`config.mk`:
```
export PLATFORM = sky130hd
export DESIGN_NAME = gb_intctl
export DESIGN_NICKNAME = d
export VERILOG_FILES = /design/src/rtl/gb_intctl.sv
export SDC_FILE = /design/constraint.sdc
export NUM_CORES = 1
export LEC_CHECK = 0
export ABC_CLOCK_PERIOD_IN_PS = 2700
export BUFFER_PORTS_ARGS = -buffer_cell sky130_fd_sc_hd__buf_2
export CORE_MARGIN = 4
export CORE_UTILIZATION = 44
export CTS_CLUSTER_DIAMETER = 50
export CTS_CLUSTER_SIZE = 14
export DETAILED_ROUTE_END_ITERATION = 7
export MAX_ROUTING_LAYER = met4
export PLACE_DENSITY = 0.76
export SYNTH_ARGS = -nofsm -noshare
export SYNTH_HDL_FRONTEND = slang
export SYNTH_SLANG_ARGS = --single-unit
export TNS_END_PERCENT = 20
```
`constraint.sdc`:
```
create_clock -name clock4 -period 2.7 [get_ports clock4]
set_input_delay 0.81 -clock clock4 [delete_from_list [all_inputs] [get_ports clock4]]
set_output_delay 0.81 -clock clock4 [all_outputs]
set_load 0.05 [all_outputs]
```
`src/rtl/gb_intctl.sv`:
```
// Game Boy interrupt controller: IF/IE registers, fixed-priority vector to the CPU.
// Define GB_INTCTL_IRQ_EDGE_EN for rising-edge source detection (default: level).
module gb_intctl #(
  parameter logic [15:0] IF_ADDR = 16'hff0f,
  parameter logic [15:0] IE_ADDR = 16'hffff
) (
  input  logic        clock4,
  input  logic        resetn,
  input  logic [15:0] address,
  input  logic [7:0]  wdata,
  input  logic        load,
  input  logic        store,
  output logic [7:0]  rdata,
  output logic        hit,
  input  logic [4:0]  src,
  output logic        intreq,
  output logic [15:0] intaddress,
  input  logic        intack
);

  logic [4:0]  iflag_q, iflag_d;
  logic [7:0]  ie_q, ie_d;
  logic        intreq_q, intreq_d;
  logic [15:0] intaddress_q, intaddress_d;
  logic        ackd_q;
  logic [4:0]  set, clr, pend;
  logic [7:0]  off;
  logic [15:0] vec;

`ifdef GB_INTCTL_IRQ_EDGE_EN
  logic [4:0] src_d_q;
  always_ff @(posedge clock4) begin
    if (!resetn) src_d_q <= '0;
    else         src_d_q <= src;
  end
  assign set = src & ~src_d_q;
`else
  assign set = src;
`endif

  // Ack clears the bit belonging to the vector currently driven; non-vector addresses clear nothing.
  assign off = intaddress_q[7:0] - 8'h40;
  always_comb begin
    clr = '0;
    if (intack && intaddress_q[15:8] == 8'h00 && off <= 8'h20 && off[2:0] == 3'b000)
      clr[off[5:3]] = 1'b1;
  end

  assign pend = iflag_q & ie_q[4:0];

  // Scan downward so the lowest pending index wins.
  always_comb begin
    vec = 16'h0000;
    for (int i = 4; i >= 0; i--)
      if (pend[i]) vec = 16'h0040 + 16'(8 * i);
  end

  always_comb begin
    iflag_d      = (((store && address == IF_ADDR) ? wdata[4:0] : iflag_q) & ~clr) | set;
    ie_d         = (store && address == IE_ADDR) ? wdata : ie_q;
    intreq_d     = (pend != 5'd0) && !intack && !ackd_q;
    intaddress_d = (pend != 5'd0) ? vec : intaddress_q;
  end

  always_ff @(posedge clock4) begin
    if (!resetn) begin
      iflag_q      <= '0;
      ie_q         <= '0;
      intreq_q     <= 1'b0;
      intaddress_q <= '0;
      ackd_q       <= 1'b0;
    end else begin
      iflag_q      <= iflag_d;
      ie_q         <= ie_d;
      intreq_q     <= intreq_d;
      intaddress_q <= intaddress_d;
      ackd_q       <= intack;
    end
  end

  always_comb begin
    rdata = 8'h00;
    if (address == IF_ADDR)      rdata = {3'b111, iflag_q};
    else if (address == IE_ADDR) rdata = ie_q;
  end

  assign hit        = load && (address == IF_ADDR || address == IE_ADDR);
  assign intreq     = intreq_q;
  assign intaddress = intaddress_q;

endmodule

```
==> summary.txt, run 1 <==
Clock tree
  • Post-CTS Hold Buffers: 0
  • Root Buffer Master: sky130_fd_sc_hd__clkbuf_4
  • Inserted Clock Buffers: 3
  • TritonCTS clock tree: yes
  • Worst-path clk slew: 110 ps
  • Post-CTS setup-driven buffer insertion count: 0
  • Clock Sinks: 19
  • Skew-Pair Late Insertion Delay: 300 ps
  • # H-tree levels: 1
  • Maximum count of clock buffers along a single path: 2

Logic synthesis
  • Post-synth top area share: 33.2%
  • Post-synthesis register bit count: 19
  • Top cells by count, synth: sky130_fd_sc_hd__dfxtp_1 (19), sky130_fd_sc_hd__buf_4 (14), sky130_fd_sc_hd__nand3_1 (14), sky130_fd_sc_hd__nand2_1 (11), sky130_fd_sc_hd__o21ai_0 (9)
  • Post-synthesis xor/xnor area fraction: 0%
  • Combinational family with the most area after synthesis: simple AND/OR/NAND/NOR gates
  • Cell with the most instances after synthesis: sky130_fd_sc_hd__dfxtp_1
  • Async set-reset flop share out of synthesis: 0%
  • Synthesized netlist cell count: 134
  • EDFF count, synth: 0
  • Dominant register cell in the synthesized netlist: sky130_fd_sc_hd__dfxtp_1
  • Register area share after synthesis: 33.2%
  • Avg Inst Size Synth: 8.56 sq um
  • YS warnings: 0
  • Netlist Area Pre-Place: 0.00115 sq mm
  • Multiplexer area fraction after synthesis: 0%
  • Area share of and/or/nand/nor cells after synthesis: 29.9%
  • Post-synthesis compound-gate area fraction: 25.2%
  • Adder-cell share of the synthesized area: 0%
  • Distinct cells, synth: 35
  • Main area contributors after synthesis: sky130_fd_sc_hd__dfxtp_1 (33%), sky130_fd_sc_hd__buf_4 (9.2%), sky130_fd_sc_hd__nand3_1 (6.1%)
  • Cell accounting for the most synthesized area: sky130_fd_sc_hd__dfxtp_1

Power
  • Comb pwr share: 18.2%
  • Internal power: 0.000378 W
  • P per Cell Area: 343 mW/mm^2
  • Clk pwr share: 27.2%
  • Share of total power in sequential cells: 54.7%
  • Worst vdd rail ir drop: 0.000230 V
  • Switching Power: 0.000164 W
  • Switching part of the total power: 30.2%
  • Static power due to leakage: 0.701 nW

Timing
  • Setup skew after layout: 4.45 ps
  • Final number of setup-violating endpoints: 9
  • Final Hold Violating Endpoints: 0
  • Sum of negative setup slack: -1090 ps
  • Number of max-slew violations in the final report: 0
  • Highest Clock Rate: 353 MHz
  • Final period util: 105%
  • Minimum setup slack in the final design: -131 ps
  • Final critical delay including setup and external delays: 2830 ps
  • Unrepaired setup endpoints after global routing: yes

Detailed routing
  • Wire length per cell after detailed routing: 14.6 microns
  • Post-Route WL: 3200 microns
  • DRT antenna net count: 0
  • Number of detailed-routing iterations run before antenna repair: 5
  • Via count: 1,229
  • Initial detailed-routing violation count: 51
  • Post-DR vias/cell: 5.61
  • Post-detailed-route DRC marker count: 0

Setup path
  • Cells along the critical path: buf_6 -> or4_4 -> nor2_8 -> o21a_2 -> buf_6
  • Slowest stage cell on the critical path: sky130_fd_sc_hd__or4_4
  • Critical Path RT: 1890 ps
  • Library cell appearing most often on the critical path: sky130_fd_sc_hd__buf_6
  • Category of the worst setup path capture point: output pin
  • CP max FO: 8
  • Setup crit start kind: input pin
  • Start-to-end type of the worst setup path: in2out
  • Maximum cell stage delay along the critical path: 590 ps
  • Worst path arrival time: 2020 ps
  • R2R setup slack: 1470 ps

Placed design
  • Total of buffers placed on input and output ports: 47
  • Standard cell area after detailed placement: 0.00143 sq mm
  • Worst setup slack before clock tree synthesis: -212 ps
  • Detailed Place HPWL: 2380 microns
  • Placed Cells incl. Taps: 215
  • Routability congestion estimate: 0.848

Finish
  • Nets: 224
  • Area Overhead vs Synth: 37.6%
  • Multi-input combinational cell area: 727 sq um
  • Share of the core filled with cells: 63.7%
  • Number of antenna repair diodes: 0
  • Fraction of layout instances using a drive strength above 1: 40.2%
  • Filler Cells Inserted: 234
  • Summed area of non-filler cells in the final layout: 0.00158 sq mm
  • Footprint of the flip-flops and latches: 380 sq um
  • Number of standard cells in the layout, taps in and fillers out: 219

Global routing
  • Largest net degree at the start of global routing: 27
  • Initial antenna violation count: 0
  • Combined global-route utilization of all metal layers: 19.7%
  • Global-route wire length before repair: 5170 microns
  • Via count of the first global-routing pass: 1,201
  • Total gr overflow: 0

Floorplanning
  • Effective utilization at floorplan: 46.3%
  • Die width: 59.1 microns
  • IO Count: 60
  • Area of the die: 0.00349 sq mm
  • # rows: 18
  • Die height: 59.1 microns
  • Floorplan core area: 0.00248 sq mm

Run status
  • Run status: finished with violations
  • Violations in the final reports: negative setup slack

Worst hold path
  • Path type of the worst min-delay path: reg2reg

Job
  • Max-capacitance violation count: 0
-- worst max-delay path, delay by kind of cell --
family / cells / cell delay, ps
AND/OR/NAND/NOR: 2 / 800
buffers and inverters: 2 / 240
AO/OA/AOI/OAI: 1 / 160
-- power groups by stage --
stage	clock network (W)	registers, W	logic (W)
3_5_place_dp	0	0.000301	0.0000967
6_report	0.000147	0.000296	0.0000983
5_1_grt	0.000158	0.000297	0.000107
3_3_place_gp	0	0.000301	0.0000948
4_1_cts	0.000151	0.000296	0.0000978
2_1_floorplan	0	0.000299	0.0000733
-- flip-flops by register name, indices dropped and copies added (netlist names) --
name	flops
intreq	1
intaddress	4
iflag_q	5
ackd_q	1
ie_q	8
-- per-stage QoR --
stage	total power [W]	hold slack [ps]
2_1_floorplan	0.000372	376
3_3_place_gp	0.000395	388
3_5_place_dp	0.000398	395
4_1_cts	0.000545	412
5_1_grt	0.000562	421
6_report	0.000542	405
-- cell families (layout without fill, tap and decap cells) --
kind of cell    after synthesis  in the layout
compound gates               40             40
buf+inv                      19             63
other cells                   1             12
flops                        19             19
simple gates                 55             55
-- timing repair --
action / CTS / global route
resized for setup: 31 / 0
hold endpoints to repair: 0 / 0
pin swaps: 8 / 3
setup endpoints to repair: 9 / 9
-- area by class of cell --
type,instances,area share (%)
multi-input combinational,107,46.0
clock inverter,1,0.317
inverter,1,0.238
timing repair buffer,58,25.5
clock buffer,3,1.43
tap,30,2.38
sequential,19,24.1
-- path summary, 6_finish.rpt --
path / startpoint / to / cells after the start
worst max register to register: iflag_q[3]$_SDFF_PN0_ / intaddress[3]$_SDFFE_PN0P_ / 4
worst max-delay path: address[6] / rdata[6] / 5
worst min register to register: ackd_q$_SDFF_PN0_ / intreq$_SDFF_PN0_ / 1
worst min-delay path: ackd_q$_SDFF_PN0_ / intreq$_SDFF_PN0_ / 1
-- routing by layer --
| layer | share of wire [%] | vias to the layer above | track usage (%) |
|---|---|---|---|
| met5 | 0 | - | - |
| met4 | 1.7 | 0 | 8.09 |
| met3 | 8.7 | 7 | 3.70 |
| met2 | 51 | 59 | 33.3 |
| met1 | 38 | 569 | 22.7 |
| li1 | - | 594 | - |
-- cells in the final DEF (no fill, tap or decap), types with 6 or more instances in the layout --
master / netlist / routed
sky130_fd_sc_hd__a21boi_0: 7 / 7
sky130_fd_sc_hd__buf_2: 0 / 37
sky130_fd_sc_hd__buf_4: 14 / 11
sky130_fd_sc_hd__buf_8: 0 / 6
sky130_fd_sc_hd__conb_1: 1 / 12
sky130_fd_sc_hd__dfxtp_1: 19 / 19
sky130_fd_sc_hd__nand2_1: 11 / 11
sky130_fd_sc_hd__nand3_1: 14 / 14
sky130_fd_sc_hd__nand4_1: 6 / 6
sky130_fd_sc_hd__o21ai_0: 9 / 9
No activity file was read; power rests on OpenSTA's default activity.
==> run 2, diff against run 1 <==
--- a/config.mk
+++ b/config.mk
@@ -14,6 +14,7 @@
 export DETAILED_ROUTE_END_ITERATION = 7
 export MAX_ROUTING_LAYER = met4
 export PLACE_DENSITY = 0.76
+export RECOVER_POWER = 25
 export SYNTH_ARGS = -nofsm -noshare
 export SYNTH_HDL_FRONTEND = slang
 export SYNTH_SLANG_ARGS = --single-unit
==> run 2 against run 1 <==
The run still ends with negative setup slack left; total power about the same; global-route usage stayed put; clock skew stayed put; largest power group unchanged; utilization down 0.050 points; fmax unchanged; non-clock buffer count unchanged.
==> summary.txt, run 2 (synthesized netlist as in run 1, its figures left out) <==
Run status
  • Run status: finished with violations (unchanged)
  • Violations in the final reports: negative setup slack (unchanged)

Setup path
  • Setup crit start kind: input pin (unchanged)
  • R2r worst-path depth: 4 (unchanged)
  • Start-to-end type of the worst setup path: in2out (unchanged)
  • Levels on crit path: 5 (unchanged)
  • Slowest stage cell on the critical path: sky130_fd_sc_hd__or4_4 (unchanged)
  • Count of buffer and inverter cells on the critical path: 2 (unchanged)
  • Library cell appearing most often on the critical path: sky130_fd_sc_hd__buf_6 (unchanged)
  • Category of the worst setup path capture point: output pin (unchanged)
  • Cell type group with the largest total delay on the critical path: simple AND/OR/NAND/NOR gates (unchanged)
  • Critical Path RT: 1890 ps (about the same)
  • R2R setup slack: 1470 ps (about the same)
  • Worst path arrival time: 2020 ps (about the same)
  • CP max FO: 8 (unchanged)
  • Cells along the critical path: buf_6 -> or4_4 -> nor2_8 -> o21a_2 -> buf_6 (unchanged)
  • Maximum cell stage delay along the critical path: 590 ps (about the same)

Detailed routing
  • Initial detailed-routing violation count: 51 (unchanged)
  • Post-Route WL: 3200 microns (about the same)
  • Via count: 1,229 (unchanged)
  • Wire length per cell after detailed routing: 14.6 microns (about the same)
  • DRT antenna net count: 0 (unchanged)
  • Post-detailed-route DRC marker count: 0 (unchanged)
  • Number of detailed-routing iterations run before antenna repair: 5 (unchanged)
  • Post-DR vias/cell: 5.61 (unchanged)

Clock tree
  • TritonCTS clock tree: yes (unchanged)
  • Post-CTS Hold Buffers: 0 (unchanged)
  • # H-tree levels: 1 (unchanged)
  • Skew-Pair Late Insertion Delay: 300 ps (about the same)
  • Clock Sinks: 19 (unchanged)
  • Post-CTS setup-driven buffer insertion count: 0 (unchanged)
  • Root Buffer Master: sky130_fd_sc_hd__clkbuf_4 (unchanged)
  • Worst-path clk slew: 110 ps (about the same)
  • Inserted Clock Buffers: 3 (unchanged)
  • Maximum count of clock buffers along a single path: 2 (unchanged)

Finish
  • Number of standard cells in the layout, taps in and fillers out: 219 (unchanged)
  • Multi-input combinational cell area: 727 sq um (unchanged)
  • Commonest non-fill, non-tap cell in the layout: sky130_fd_sc_hd__buf_2 (unchanged)
  • Share of the core filled with cells: 63.7% (about the same)
  • Leading cell types in the layout, fill and taps excluded: sky130_fd_sc_hd__buf_2 (36), sky130_fd_sc_hd__dfxtp_1 (19), sky130_fd_sc_hd__nand3_1 (14) (was sky130_fd_sc_hd__buf_2 (37), sky130_fd_sc_hd__dfxtp_1 (19), sky130_fd_sc_hd__nand3_1 (14))
  • Number of antenna repair diodes: 0 (unchanged)
  • Footprint of the flip-flops and latches: 380 sq um (unchanged)
  • Area Overhead vs Synth: 37.5% (was 37.6%)
  • Filler Cells Inserted: 232 (was 234)
  • Nets: 224 (unchanged)
  • Fraction of layout instances using a drive strength above 1: 39.7% (was 40.2%)
  • Max reg flops: 8 (unchanged)
  • Largest reg by FF count: ie_q (unchanged)

Power
  • Static power due to leakage: 0.698 nW (was 0.701 nW)
  • Total design power: 0.000542 W (about the same)
  • Worst vdd rail ir drop: 0.000230 V (about the same)
  • P per Cell Area: 343 mW/mm^2 (about the same)

Global routing
  • Initial antenna violation count: 0 (unchanged)
  • Global-route wire length before repair: 5170 microns (unchanged)
  • Largest net degree at the start of global routing: 27 (unchanged)
  • Via count of the first global-routing pass: 1,201 (unchanged)
  • Total gr overflow: 0 (unchanged)
  • Combined global-route utilization of all metal layers: 19.7% (unchanged)

Timing
  • Highest Clock Rate: 353 MHz (unchanged)
  • Setup skew after layout: 4.45 ps (unchanged)
  • Number of max-slew violations in the final report: 0 (unchanged)
  • Final period util: 105% (unchanged)
  • Final Hold Violating Endpoints: 0 (unchanged)
  • Minimum setup slack in the final design: -131 ps (unchanged)
  • Final number of setup-violating endpoints: 9 (unchanged)
  • Tightest hold margin: 405 ps (unchanged)
  • Max transition margin: 38.0%
  • Transition time at the pin with the least slew margin: 930 ps
  • Final critical delay including setup and external delays: 2830 ps (unchanged)
  • Unrepaired setup endpoints after global routing: yes (unchanged)

Floorplanning
  • Die width: 59.1 microns (unchanged)
  • Effective utilization at floorplan: 46.3% (unchanged)
  • # rows: 18 (unchanged)
  • Die height: 59.1 microns (unchanged)
  • IO Count: 60 (unchanged)
  • Area of the die: 0.00349 sq mm (unchanged)
  • Floorplan core area: 0.00248 sq mm (unchanged)

Worst hold path
  • Hold-critical path depth: 1 (unchanged)
  • Path type of the worst min-delay path: reg2reg (unchanged)

Placed design
  • Detailed Place HPWL: 2380 microns (unchanged)
  • Worst setup slack before clock tree synthesis: -212 ps (unchanged)
  • Total of buffers placed on input and output ports: 47 (unchanged)
  • Routability congestion estimate: 0.848 (unchanged)
  • Placed Cells incl. Taps: 215 (unchanged)

Job
  • Max-capacitance violation count: 0 (unchanged)
run 2: final cells by class:
class                   count  area share, %
repair buffers             58           25.5
clock buffers               3           1.43
flip-flops and latches     19           24.1
inverters                   1          0.238
well taps                  30           2.38
multi-input cells         107           46.1
clock inverters             1          0.317
run 2: metal layers:
metal	up-vias	share of wire, %	GRT usage (%)
li1	594	-	-
met1	569	38	22.7
met2	59	51	33.3
met3	7	8.7	3.70
met4	0	1.7	8.09
met5	-	0	-
run 2: worst reg2reg max path: stages (launching register included):
cell and delay (ps):
sky130_fd_sc_hd__dfxtp_1 360, sky130_fd_sc_hd__a22oi_1 320, sky130_fd_sc_hd__and3_1 260, sky130_fd_sc_hd__a22oi_1 100, sky130_fd_sc_hd__nor2b_1 130
run 2: metrics by stage:
step           cell area (sq um)  TNS, ps
5_1_grt                     1580    -1430
6_report                    1580    -1090
2_1_floorplan               1200     -216
3_5_place_dp                1430    -1870
3_3_place_gp                1430    -1800
4_1_cts                     1580    -1230
run 2: final timing paths:
path,endpoint,start
setup reg to reg,intaddress[3]$_SDFFE_PN0P_,iflag_q[3]$_SDFF_PN0_
hold reg to reg,intreq$_SDFF_PN0_,ackd_q$_SDFF_PN0_
setup / recovery,rdata[6],address[6]
hold / removal,intreq$_SDFF_PN0_,ackd_q$_SDFF_PN0_
run 2: what timing repair did:
item                       in CTS  in global routing
pin swaps                       8                  3
resized for setup              31                  0
setup endpoints to repair       9                  9
run 2: where the power goes:
part | leakage [nW] | switching [W] | total, W | internal, W
sequential | 0.155 | 0.00000838 | 0.000296 | 0.000288
clock | 0.0177 | 0.0000919 | 0.000147 | 0.0000552
combinational | 0.525 | 0.0000633 | 0.0000983 | 0.0000349
total | 0.698 | 0.000164 | 0.000542 | 0.000378
==> run 3, diff against run 2 <==
--- a/config.mk
+++ b/config.mk
@@ -5,6 +5,7 @@
 export SDC_FILE = /design/constraint.sdc
 export NUM_CORES = 1
 export LEC_CHECK = 0
+export ABC_AREA = 1
 export ABC_CLOCK_PERIOD_IN_PS = 2700
 export BUFFER_PORTS_ARGS = -buffer_cell sky130_fd_sc_hd__buf_2
 export CORE_MARGIN = 4
@@ -15,6 +16,7 @@
 export MAX_ROUTING_LAYER = met4
 export PLACE_DENSITY = 0.76
 export RECOVER_POWER = 25
+export REMOVE_ABC_BUFFERS = 1
 export SYNTH_ARGS = -nofsm -noshare
 export SYNTH_HDL_FRONTEND = slang
 export SYNTH_SLANG_ARGS = --single-unit
==> run 3 against run 2 <==
The flow now finishes without violations; first-iteration DRC count fell by 33%; synthesized area fell by 0.55%; die area fell by 0.47%; final cell count rose by 14%; critical endpoint is now rdata[0]; largest power group unchanged.
==> summary.txt, run 3 <==
Timing
  • Tightest hold margin: 401 ps (was 405 ps)
  • Final number of setup-violating endpoints: 0 (was 9)
  • Final critical delay including setup and external delays: 2610 ps (was 2830 ps)
  • Transition time at the pin with the least slew margin: 514 ps (was 930 ps)
  • Final Hold Violating Endpoints: 0 (unchanged)
  • Highest Clock Rate: 382 MHz (was 353 MHz)
  • Minimum setup slack in the final design: 85.5 ps (was -131 ps)
  • Final period util: 96.8% (was 105%)
  • Setup skew after layout: 3.56 ps (was 4.45 ps)
  • Max transition margin: 65.7% (was 38.0%)
  • Sum of negative setup slack: 0 ps (was -1090 ps)
  • Number of max-slew violations in the final report: 0 (unchanged)

Clock tree
  • Inserted Clock Buffers: 3 (unchanged)
  • Worst-path clk slew: 100 ps (was 110 ps)
  • Post-CTS setup-driven buffer insertion count: 0 (unchanged)
  • TritonCTS clock tree: yes (unchanged)
  • Clock Sinks: 19 (unchanged)
  • Root Buffer Master: sky130_fd_sc_hd__clkbuf_4 (unchanged)
  • Skew-Pair Late Insertion Delay: 290 ps (was 300 ps)
  • # H-tree levels: 1 (unchanged)
  • Post-CTS Hold Buffers: 0 (unchanged)
  • Maximum count of clock buffers along a single path: 2 (unchanged)

Logic synthesis
  • Synthesized netlist cell count: 167 (was 134)
  • Cell with the most instances after synthesis: sky130_fd_sc_hd__nand2_1 (was sky130_fd_sc_hd__dfxtp_1)
  • Main area contributors after synthesis: sky130_fd_sc_hd__dfxtp_1 (33%), sky130_fd_sc_hd__nand2_1 (12%), sky130_fd_sc_hd__buf_4 (7.9%) (was sky130_fd_sc_hd__dfxtp_1 (33%), sky130_fd_sc_hd__buf_4 (9.2%), sky130_fd_sc_hd__nand3_1 (6.1%))
  • Post-synthesis register bit count: 19 (unchanged)
  • Dominant register cell in the synthesized netlist: sky130_fd_sc_hd__dfxtp_1 (unchanged)
  • Distinct cells, synth: 26 (was 35)
  • Post-synth top area share: 33.3% (was 33.2%)
  • Netlist Area Pre-Place: 0.00114 sq mm (was 0.00115 sq mm)
  • Async set-reset flop share out of synthesis: 0% (unchanged)
  • EDFF count, synth: 0 (unchanged)
  • Top cells by count, synth: sky130_fd_sc_hd__nand2_1 (37), sky130_fd_sc_hd__inv_1 (23), sky130_fd_sc_hd__dfxtp_1 (19), sky130_fd_sc_hd__buf_4 (12), sky130_fd_sc_hd__nand4_1 (11) (was sky130_fd_sc_hd__dfxtp_1 (19), sky130_fd_sc_hd__buf_4 (14), sky130_fd_sc_hd__nand3_1 (14), sky130_fd_sc_hd__nand2_1 (11), sky130_fd_sc_hd__o21ai_0 (9))
  • Cell accounting for the most synthesized area: sky130_fd_sc_hd__dfxtp_1 (unchanged)
  • Avg Inst Size Synth: 6.83 sq um (was 8.56 sq um)
  • YS warnings: 0 (unchanged)
  • Register area share after synthesis: 33.3% (was 33.2%)

Setup path
  • Setup crit start kind: input pin (unchanged)
  • Start-to-end type of the worst setup path: in2out (unchanged)
  • Levels on crit path: 10 (was 5)
  • R2r worst-path depth: 6 (was 4)
  • Worst path arrival time: 1800 ps (was 2020 ps)
  • Cells along the critical path: buf_2 -> nand2_1 -> inv_2 -> nand2_2 -> nor2_4 -> buf_6 -> inv_1 -> nand2_1 -> o21ai_1 -> buf_6 (was buf_6 -> or4_4 -> nor2_8 -> o21a_2 -> buf_6)
  • Count of buffer and inverter cells on the critical path: 5 (was 2)
  • CP max FO: 9 (was 8)
  • Cell type group with the largest total delay on the critical path: buffers and inverters (was simple AND/OR/NAND/NOR gates)
  • Maximum cell stage delay along the critical path: 190 ps (was 590 ps)
  • Slowest stage cell on the critical path: sky130_fd_sc_hd__buf_6 (was sky130_fd_sc_hd__or4_4)
  • Category of the worst setup path capture point: output pin (unchanged)
  • Critical Path RT: 1890 ps (about the same)

Placed design
  • Detailed Place HPWL: 2210 microns (was 2380 microns)
  • Standard cell area after detailed placement: 0.00139 sq mm (was 0.00143 sq mm)
  • Total of buffers placed on input and output ports: 47 (unchanged)
  • Worst setup slack before clock tree synthesis: -46.9 ps (was -212 ps)
  • Routability congestion estimate: 0.931 (was 0.848)

Run status
  • Run status: completed (was finished with violations)

Finish
  • Area Overhead vs Synth: 27.0% (was 37.5%)
  • Max reg flops: 8 (unchanged)
  • Leading cell types in the layout, fill and taps excluded: sky130_fd_sc_hd__buf_2 (37), sky130_fd_sc_hd__nand2_1 (35), sky130_fd_sc_hd__inv_1 (23) (was sky130_fd_sc_hd__buf_2 (36), sky130_fd_sc_hd__dfxtp_1 (19), sky130_fd_sc_hd__nand3_1 (14))
  • Commonest non-fill, non-tap cell in the layout: sky130_fd_sc_hd__buf_2 (unchanged)
  • Summed area of non-filler cells in the final layout: 0.00145 sq mm (was 0.00158 sq mm)
  • Number of antenna repair diodes: 0 (unchanged)
  • Fraction of layout instances using a drive strength above 1: 32.3% (was 39.7%)
  • Largest reg by FF count: ie_q (unchanged)
  • Nets: 255 (was 224)
  • Filler Cells Inserted: 268 (was 232)

Power
  • Worst vdd rail ir drop: 0.000316 V (was 0.000230 V)
  • Total design power: 0.000520 W (was 0.000542 W)
  • Static power due to leakage: 0.831 nW (was 0.698 nW)
  • P per Cell Area: 359 mW/mm^2 (was 343 mW/mm^2)

Floorplanning
  • Effective utilization at floorplan: 46.1% (was 46.3%)
  • IO Count: 60 (unchanged)
  • # rows: 18 (unchanged)
  • Die height: 58.9 microns (was 59.1 microns)
  • Die width: 58.9 microns (was 59.1 microns)
  • Floorplan core area: 0.00248 sq mm (unchanged)
  • Area of the die: 0.00347 sq mm (was 0.00349 sq mm)

Worst hold path
  • Path type of the worst min-delay path: reg2reg (unchanged)
  • Hold-critical path depth: 1 (unchanged)

Detailed routing
  • Via count: 1,204 (was 1,229)
  • Wire length per cell after detailed routing: 10.9 microns (was 14.6 microns)
  • Number of detailed-routing iterations run before antenna repair: 4 (was 5)
  • Post-detailed-route DRC marker count: 0 (unchanged)
  • Initial detailed-routing violation count: 34 (was 51)
  • Post-Route WL: 2730 microns (was 3200 microns)
  • DRT antenna net count: 0 (unchanged)
  • Post-DR vias/cell: 4.82 (was 5.61)

Global routing
  • Via count of the first global-routing pass: 1,044 (was 1,201)
  • Total gr overflow: 0 (unchanged)
  • Initial antenna violation count: 0 (unchanged)
  • Combined global-route utilization of all metal layers: 16.6% (was 19.7%)
  • Largest net degree at the start of global routing: 13 (was 27)
  • Global-route wire length before repair: 4420 microns (was 5170 microns)

Job
  • Max-capacitance violation count: 0 (unchanged)
[run 3: changes by cell type in the layout (fill, tap and decap cells not counted), sizes merged, moves of 4 or more]
| cell | before | now |
|---|---|---|
| a21boi | 9 | 1 |
| a21oi | 4 | 10 |
| a22o | 5 | 0 |
| and2 | 6 | 0 |
| and4 | 5 | 0 |
| buf | 57 | 51 |
| inv | 1 | 27 |
| nand2 | 11 | 39 |
| nand3 | 15 | 11 |
| nand4 | 6 | 12 |
| nor2 | 2 | 12 |
| nor3 | 0 | 6 |
| o2111ai | 4 | 0 |
[run 3: power breakdown]
| part | internal (W) | switching [W] |
|---|---|---|
| Sequential | 0.000286 | 0.00000376 |
| Combinational | 0.0000259 | 0.0000660 |
| Clock | 0.0000550 | 0.0000833 |
[run 3: worst register-to-register path, stage by stage, from the launching register on]
cell	delay [ps]
sky130_fd_sc_hd__dfxtp_1	340
sky130_fd_sc_hd__nand2_1	100
sky130_fd_sc_hd__nand2_1	100
sky130_fd_sc_hd__nor3_1	330
sky130_fd_sc_hd__inv_1	60
sky130_fd_sc_hd__o21ai_0	180
sky130_fd_sc_hd__inv_1	50
[run 3: path summary, 6_finish.rpt]
| path | slack (ps) | endpoint | startpoint |
|---|---|---|---|
| max | 90 | rdata[0] | address[1] |
| max reg2reg | 1440 | intaddress[6]$_SDFFE_PN0P_ | iflag_q[2]$_SDFF_PN0_ |
| min reg2reg | 400 | intreq$_SDFF_PN0_ | ackd_q$_SDFF_PN0_ |
| min | 400 | intreq$_SDFF_PN0_ | ackd_q$_SDFF_PN0_ |
[run 3: layer usage]
metal | up-vias | global-route usage, % | wire (microns)
met5 | - | - | 0
met1 | 536 | 21.2 | 1130
li1 | 622 | - | -
met2 | 44 | 27.0 | 1340
met3 | 2 | 2.41 | 246
met4 | 0 | 4.85 | 21
[run 3: what timing repair did]
action,CTS,global route
hold endpoints to repair,0,0
pin swaps,0,1
resized for setup,8,10
endpoints found under the setup margin,8,9
[run 3: kinds of logic (layout without fill, tap and decap cells)]
logic type,Yosys count,in the layout,share of synthesized area [%]
simple gates,81,81,36.2
buf+inv,41,83,18.1
compound gates,25,25,12.1
flops,19,19,33.3
other cells,1,12,0.329
[run 3: area by class of cell]
cell class | count | area, sq um | area share (%)
clock buffer | 3 | 22.5 | 1.55
clock inverter | 1 | 5.00 | 0.345
inverter | 27 | 101 | 6.99
multi-input combinational | 118 | 601 | 41.5
sequential | 19 | 380 | 26.3
tap | 30 | 37.5 | 2.59
timing repair buffer | 52 | 302 | 20.8
[run 3: per-stage QoR]
step	instances	util (%)
2_1_floorplan	164	-
4_1_cts	250	57.9
6_report	250	58.5
3_3_place_gp	246	56.0
3_5_place_dp	246	56.0
5_1_grt	250	58.5
